$ cat config.mk
export PLATFORM = sky130hd
export DESIGN_NAME = xvga_timing
export DESIGN_NICKNAME = d
export VERILOG_FILES = /design/src/rtl/xvga_timing_pkg.sv /design/src/rtl/xvga_timing_sync_delay_line.sv /design/src/rtl/xvga_timing.sv
export SDC_FILE = /design/constraint.sdc
export NUM_CORES = 1
export LEC_CHECK = 0
export ABC_AREA = 1
export ABC_CLOCK_PERIOD_IN_PS = 1700
export CAP_MARGIN = 10
export CORE_ASPECT_RATIO = 1.75
export CORE_MARGIN = 4
export CORE_UTILIZATION = 35
export CTS_CLUSTER_SIZE = 25
export DETAILED_ROUTE_END_ITERATION = 7
export REMOVE_ABC_BUFFERS = 1
export SYNTH_ARGS = -nofsm -noshare
export SYNTH_HDL_FRONTEND = slang
export SYNTH_HIERARCHICAL = 1
export SYNTH_SLANG_ARGS = --single-unit
$ cat constraint.sdc
create_clock -name pixel_clk -period 1.7 [get_ports pixel_clk]
set_input_delay 0.34 -clock pixel_clk [delete_from_list [all_inputs] [get_ports pixel_clk]]
set_output_delay 0.34 -clock pixel_clk [all_outputs]
set_load 0.01 [all_outputs]
$ cat src/rtl/xvga_timing_pkg.sv
// Shared video timing package.
// Holds the default XVGA (1024x768) timing, the derived line/frame totals and sync-window
// bounds, the counter widths, and small helpers. The raster generator, picture blob stages
// and the display top all import this package so they agree on one set of numbers.
package xvga_timing_pkg;

  // Default horizontal timing, in pixels
  localparam int unsigned DEF_H_ACTIVE = 1024;
  localparam int unsigned DEF_H_FP     = 24;
  localparam int unsigned DEF_H_SYNC   = 136;
  localparam int unsigned DEF_H_BP     = 160;

  // Default vertical timing, in lines
  localparam int unsigned DEF_V_ACTIVE = 768;
  localparam int unsigned DEF_V_FP     = 3;
  localparam int unsigned DEF_V_SYNC   = 6;
  localparam int unsigned DEF_V_BP     = 29;

  localparam int unsigned DEF_PIPE_DELAY = 1;

  localparam int unsigned DEF_H_TOTAL = DEF_H_ACTIVE + DEF_H_FP + DEF_H_SYNC + DEF_H_BP;
  localparam int unsigned DEF_V_TOTAL = DEF_V_ACTIVE + DEF_V_FP + DEF_V_SYNC + DEF_V_BP;

  // Sync windows, inclusive bounds
  localparam int unsigned DEF_HSYNC_START = DEF_H_ACTIVE + DEF_H_FP;
  localparam int unsigned DEF_HSYNC_END   = DEF_HSYNC_START + DEF_H_SYNC - 1;
  localparam int unsigned DEF_VSYNC_START = DEF_V_ACTIVE + DEF_V_FP;
  localparam int unsigned DEF_VSYNC_END   = DEF_VSYNC_START + DEF_V_SYNC - 1;

  // Counter port widths are fixed by the display interface
  localparam int unsigned HCOUNT_W = 11;
  localparam int unsigned VCOUNT_W = 10;

  typedef logic [HCOUNT_W-1:0] hcount_t;
  typedef logic [VCOUNT_W-1:0] vcount_t;

  typedef struct packed {
    logic hsync;
    logic vsync;
    logic blank;
  } sync_bits_t;

  // Value of the aligned sync outputs while in reset: (0,0) is a visible pixel
  localparam sync_bits_t SYNC_RST  = '{hsync: 1'b1, vsync: 1'b1, blank: 1'b0};
  // Delay chain parks everything inactive, including blank
  localparam sync_bits_t DELAY_RST = '{hsync: 1'b1, vsync: 1'b1, blank: 1'b1};

  function automatic int unsigned timing_total(input int unsigned active,
                                               input int unsigned fp,
                                               input int unsigned sync,
                                               input int unsigned bp);
    return active + fp + sync + bp;
  endfunction

  // True when value lies in [start, start+len-1]
  function automatic logic in_window(input int unsigned value,
                                     input int unsigned start,
                                     input int unsigned len);
    return (value >= start) && (value < start + len);
  endfunction

endpackage

$ cat src/rtl/xvga_timing_sync_delay_line.sv
// sync_delay_line: fixed-latency register shift chain for sync/blank bits.
// Ports:
//   pixel_clk  in   clock
//   reset      in   synchronous active-high reset; every stage loads reset_val
//   reset_val  in   [Width]  value parked in all stages during reset
//   din        in   [Width]  chain input
//   dout       out  [Width]  din delayed by exactly Depth cycles (registered, no comb path)
module sync_delay_line #(
  parameter int unsigned Width = 1,
  parameter int unsigned Depth = 1
) (
  input  logic             pixel_clk,
  input  logic             reset,
  input  logic [Width-1:0] reset_val,
  input  logic [Width-1:0] din,
  output logic [Width-1:0] dout
);

  logic [Width-1:0] stage_q [Depth];

  for (genvar g = 0; g < Depth; g++) begin : g_stage
    if (g == 0) begin : g_head
      always_ff @(posedge pixel_clk) begin
        if (reset) begin
          stage_q[g] <= reset_val;
        end else begin
          stage_q[g] <= din;
        end
      end
    end else begin : g_tail
      always_ff @(posedge pixel_clk) begin
        if (reset) begin
          stage_q[g] <= reset_val;
        end else begin
          stage_q[g] <= stage_q[g-1];
        end
      end
    end
  end

  assign dout = stage_q[Depth-1];

endmodule

$ cat src/rtl/xvga_timing.sv
// xvga_timing: raster counter and sync generator for a parameterised VGA-style timing.
// Ports:
//   pixel_clk    in   sole clock
//   reset        in   synchronous active-high reset
//   hcount       out  [11] pixel column, 0..H_TOTAL-1
//   vcount       out  [10] line, 0..V_TOTAL-1
//   hsync        out  active-low horizontal sync, aligned with hcount/vcount
//   vsync        out  active-low vertical sync, aligned with hcount/vcount
//   blank        out  high outside the visible area, aligned with hcount/vcount
//   hsync_d      out  hsync delayed PIPE_DELAY cycles
//   vsync_d      out  vsync delayed PIPE_DELAY cycles
//   blank_d      out  blank delayed PIPE_DELAY cycles
//   frame_start  out  one-cycle pulse on the (0,0) reached by wrapping, never after reset
// PIPE_DELAY must be in 1..4.
module xvga_timing
  import xvga_timing_pkg::*;
#(
  parameter int unsigned H_ACTIVE   = DEF_H_ACTIVE,
  parameter int unsigned H_FP       = DEF_H_FP,
  parameter int unsigned H_SYNC     = DEF_H_SYNC,
  parameter int unsigned H_BP       = DEF_H_BP,
  parameter int unsigned V_ACTIVE   = DEF_V_ACTIVE,
  parameter int unsigned V_FP       = DEF_V_FP,
  parameter int unsigned V_SYNC     = DEF_V_SYNC,
  parameter int unsigned V_BP       = DEF_V_BP,
  parameter int unsigned PIPE_DELAY = DEF_PIPE_DELAY
) (
  input  logic                pixel_clk,
  input  logic                reset,
  output logic [HCOUNT_W-1:0] hcount,
  output logic [VCOUNT_W-1:0] vcount,
  output logic                hsync,
  output logic                vsync,
  output logic                blank,
  output logic                hsync_d,
  output logic                vsync_d,
  output logic                blank_d,
  output logic                frame_start
);

  localparam int unsigned H_TOTAL     = timing_total(H_ACTIVE, H_FP, H_SYNC, H_BP);
  localparam int unsigned V_TOTAL     = timing_total(V_ACTIVE, V_FP, V_SYNC, V_BP);
  localparam int unsigned HSYNC_START = H_ACTIVE + H_FP;
  localparam int unsigned VSYNC_START = V_ACTIVE + V_FP;

  hcount_t    hcount_q, hcount_d;
  vcount_t    vcount_q, vcount_d;
  sync_bits_t sync_q, sync_d;
  sync_bits_t sync_delayed;
  logic       frame_start_q;
  logic       h_last, v_last;

  always_comb begin
    h_last   = (hcount_q == hcount_t'(H_TOTAL - 1));
    v_last   = (vcount_q == vcount_t'(V_TOTAL - 1));
    hcount_d = h_last ? '0 : hcount_q + hcount_t'(1);
    vcount_d = vcount_q;
    if (h_last) begin
      vcount_d = v_last ? '0 : vcount_q + vcount_t'(1);
    end
    // Decode from the next counter values so the registered flags land with the counters
    sync_d.hsync = ~in_window(32'(hcount_d), HSYNC_START, H_SYNC);
    sync_d.vsync = ~in_window(32'(vcount_d), VSYNC_START, V_SYNC);
    sync_d.blank = (32'(hcount_d) >= H_ACTIVE) || (32'(vcount_d) >= V_ACTIVE);
  end

  always_ff @(posedge pixel_clk) begin
    if (reset) begin
      hcount_q      <= '0;
      vcount_q      <= '0;
      sync_q        <= SYNC_RST;
      frame_start_q <= 1'b0;
    end else begin
      hcount_q      <= hcount_d;
      vcount_q      <= vcount_d;
      sync_q        <= sync_d;
      frame_start_q <= h_last && v_last;
    end
  end

  sync_delay_line #(
    .Width ($bits(sync_bits_t)),
    .Depth (PIPE_DELAY)
  ) u_sync_delay_line (
    .pixel_clk (pixel_clk),
    .reset     (reset),
    .reset_val (DELAY_RST),
    .din       (sync_q),
    .dout      (sync_delayed)
  );

  assign hcount      = hcount_q;
  assign vcount      = vcount_q;
  assign hsync       = sync_q.hsync;
  assign vsync       = sync_q.vsync;
  assign blank       = sync_q.blank;
  assign hsync_d     = sync_delayed.hsync;
  assign vsync_d     = sync_delayed.vsync;
  assign blank_d     = sync_delayed.blank;
  assign frame_start = frame_start_q;

endmodule

==> results of run 1 <==
-- repair_timing --
item | 4_1_cts | 5_1_grt
pin swaps | 0 | 2
resized for setup | 2 | 25
buffers inserted | 0 | 4
cloned | 0 | 2
setup endpoints to repair | 3 | 9
-- final cells by class --
type                            count  area [sq um]
Fill cell                         429          1990
Multi-Input combinational cell    184           922
Sequential cell                    28           574
Timing Repair Buffer               47           428
Inverter                           27           101
Tap cell                           49          61.3
Clock buffer                        3          41.3
Clock inverter                      1          30.0
-- flip-flops by register name (all words and copies together), names as in the netlist --
signal / cells
blank: 1
hsync: 1
u_sync_delay_line/stage_q: 3
hcount: 11
vsync: 1
vcount: 10
frame_start: 1
-- through the flow --
stage                     power [uW]  instance area, sq um  hold slack (ps)  TNS (ps)  setup slack (ps)
after CTS                       1280                  2030              462         0              1.81
after detailed placement         754                  1960              447     -69.7             -69.7
after global placement           754                  1960              446     -74.8             -74.8
after global routing            1320                  2160              469     -68.6             -34.9
final                           1270                  2160              450         0              62.0
after floorplan                  710                  1500              411         0              69.5
-- cells in the final DEF, fill, tap and decap left out, types with 4 or more instances in the layout --
master           instances
dfxtp_1                 19
nand3_1                 21
clkdlybuf4s50_1         28
nor2_4                   5
nor2_2                   4
inv_1                   26
buf_4                   18
nand3_2                  5
nand4_1                  5
nand2_1                 79
dfxtp_2                  8
nor2_1                  37
nand2_2                  4
nor3_1                   4
-- layer usage --
metal  vias to the layer above  part of all wire  track usage
met2                        32              0.55        0.302
met3                        13             0.023       0.0150
met1                       716              0.38        0.151
li1                        848                 -            -
met4                         0             0.039        0.101
met5                         -                 0            0
-- worst reg2reg max path: cells and delay by family (launching register included) --
family / cells / cell delay [ps]
DFF: 1 / 390
buffers and inverters: 1 / 150
and+or+nand+nor: 9 / 970
-- worst min-delay path by stage --
stage                          from                                       to  slack, ps  cells after the start
2_1_floorplan                 reset                     hcount[1]$_SDFF_PP0_        410                      1
5_1_grt        hcount[0]$_SDFF_PP0_                     hcount[0]$_SDFF_PP0_        470                      1
3_5_place_dp       blank$_SDFF_PP0_  u_sync_delay_line/stage_q[0][0]$_DFF_P_        450                      2
4_1_cts            blank$_SDFF_PP0_  u_sync_delay_line/stage_q[0][0]$_DFF_P_        460                      2
6_report       hcount[0]$_SDFF_PP0_                     hcount[0]$_SDFF_PP0_        450                      1
3_3_place_gp       hsync$_SDFF_PP1_  u_sync_delay_line/stage_q[0][2]$_DFF_P_        450                      2
-- cells by family after synthesis --
group                      after synthesis
xor gates and xnor gates                 4
buffers and inverters                   30
AOI/OAI and AO/OA                        4
and+or+nand+nor                        167
other                                    1
DFF                                     28
adders and majority gates                4
-- where the power goes --
part	switching [uW]	leakage [uW]	internal, uW
Combinational	32.7	0.000698	32.9
Clock	209	0.0000357	315
Sequential	9.12	0.000232	666
Total	251	0.000965	1010
==> summary.txt, run 1 <==
Critical path
  • Largest stage delay on the critical path: 520 ps
  • CP required: 1360 ps
  • CP delay by family, top: buffers and inverters
  • CP arrival: 1300 ps
  • Flop2flop setup slack: 90 ps
  • Reg2reg start: hcount[8]$_SDFF_PP0_
  • CP cell instances: buf_4 -> clkdlybuf4s50_1
  • CP Launch Type: flip-flop
  • Slowest cell on the critical path: clkdlybuf4s50_1
  • CP Max Fanout: 4
  • Worst Setup SP: vcount[0]$_SDFF_PP0_
  • Worst R2R Path Depth: 10
  • Crit path to: vcount[0]
  • Critical Path Stages: 2
  • Buf+Inv Stages, Crit Path: 2
  • RR Endpoint: vsync$_SDFF_PP1_
  • Crit Path Class: reg2out
  • Crit. End Element: output pin

Finish
  • Fin nets: 297
  • ANT cells: 0
  • P&R area growth vs syn: 42.8%
  • Finished Layout Cells: 339
  • Final Core Density: 0.520
  • Share of cells above drive strength 1: 0.186

Global route
  • Global Route Usage Sum: 0.156
  • Initial antenna violation count: 0
  • Overflow after GRT: 0
  • First-pass GRT wire length: 6.67 mm
  • Vias in the first global route: 1,594
  • Largest net degree at the start of global routing: 17

Synth
  • Synth Area in Adders: 0.0331
  • Synth Area in Compound Gates: 0.0149
  • Primary flip-flop cell chosen by synthesis mapping: dfxtp_1
  • Yosys top cell area share: 0.371
  • Post-Synthesis Cells: 238
  • Top-count cell post-synth: nand2_1
  • Mux cell area share after synthesis: 0
  • Synth Register Bits: 28
  • Warnings from Yosys: 6
  • Area leader, netlist: dfxtp_1
  • Largest family of logic cells by synthesized area: simple AND/OR/NAND/NOR gates
  • Ys async rst share: 0
  • Largest cells by area after synthesis: dfxtp_1, nand2_1, nor2_1, nand3_1, inv_1
  • Synth Area per Inst: 6.35 sq um
  • Synth top cells by count: nand2_1, nor2_1, dfxtp_1
  • XOR/XNOR share of the synthesized area: 0.0232
  • Sequential cell area fraction in the yosys report: 0.371
  • Distinct cells, synth: 23
  • Number of flops mapped to enable cells by yosys: 0
  • Simple-Gate Fraction of Synth Area: 0.476
  • Synthesized cell area: 0.00151 sq mm

Clock network
  • CTS Buf Count: 3
  • CTS tree: yes
  • CTS max path bufs: 2
  • Clk root buf: clkbuf_8
  • # clock sinks: 28
  • H-tree Lvls: 1
  • Clock slew seen by the registers of the worst setup and hold paths: 90 ps
  • Clock latency on the worst-skew pair: 270 ps
  • Hold_buf cts: 0

Timing
  • Fin. max-slew vios: 0
  • Fin Clk Skew: 3.64 ps
  • Final number of setup-violating endpoints: 0
  • Tcrit/Tclk final: 0.964
  • Final hold violation count: 0
  • RSZ-0062 raised after global routing: yes
  • Peak Freq: 0.610 GHz
  • Fin crit period: 1640 ps

Placement
  • Hpwl dp: 3.07 mm
  • Placed cells: 329
  • GPL Wtd Cong: 0.846
  • Number of I/O port buffers: 29

Routing
  • Remaining antenna violation count after routing: 0
  • WL final: 4.05 mm
  • Vias per cell: 4.75
  • Drt first pass iters: 4
  • DRC: 0
  • DRT iter0 DRCs: 35
  • Via count: 1,609
  • Routed length per instance: 11.9 microns

Run
  • Maximum Capacitance Violations: 0

Floorplanning
  • Core Area: 0.00415 sq mm
  • Die Height: 94.9 microns
  • Ports: 30
  • Rows: 31
  • Die ar.: 0.00548 sq mm
  • Die X-Extent: 57.7 microns
  • Starting Density: 0.364

Pwr
  • VDD IR max: 0.000770 V
  • Pwr/cell area: 586 mW/mm^2
  • Leak: 0.000965 uW

Min path
  • HP Class: reg2reg

Outcome
  • Status: finished, final reports clean
No activity file was read; power rests on OpenSTA's default activity.
==> run 2, diff against run 1 <==
--- a/config.mk
+++ b/config.mk
@@ -14,6 +14,7 @@
 export CTS_CLUSTER_SIZE = 25
 export DETAILED_ROUTE_END_ITERATION = 7
 export REMOVE_ABC_BUFFERS = 1
+export SLEW_MARGIN = 5
 export SYNTH_ARGS = -nofsm -noshare
 export SYNTH_HDL_FRONTEND = slang
 export SYNTH_HIERARCHICAL = 1
==> results of run 2 <==
No change in the layout: final DEF, timing and power equal those of run 1.
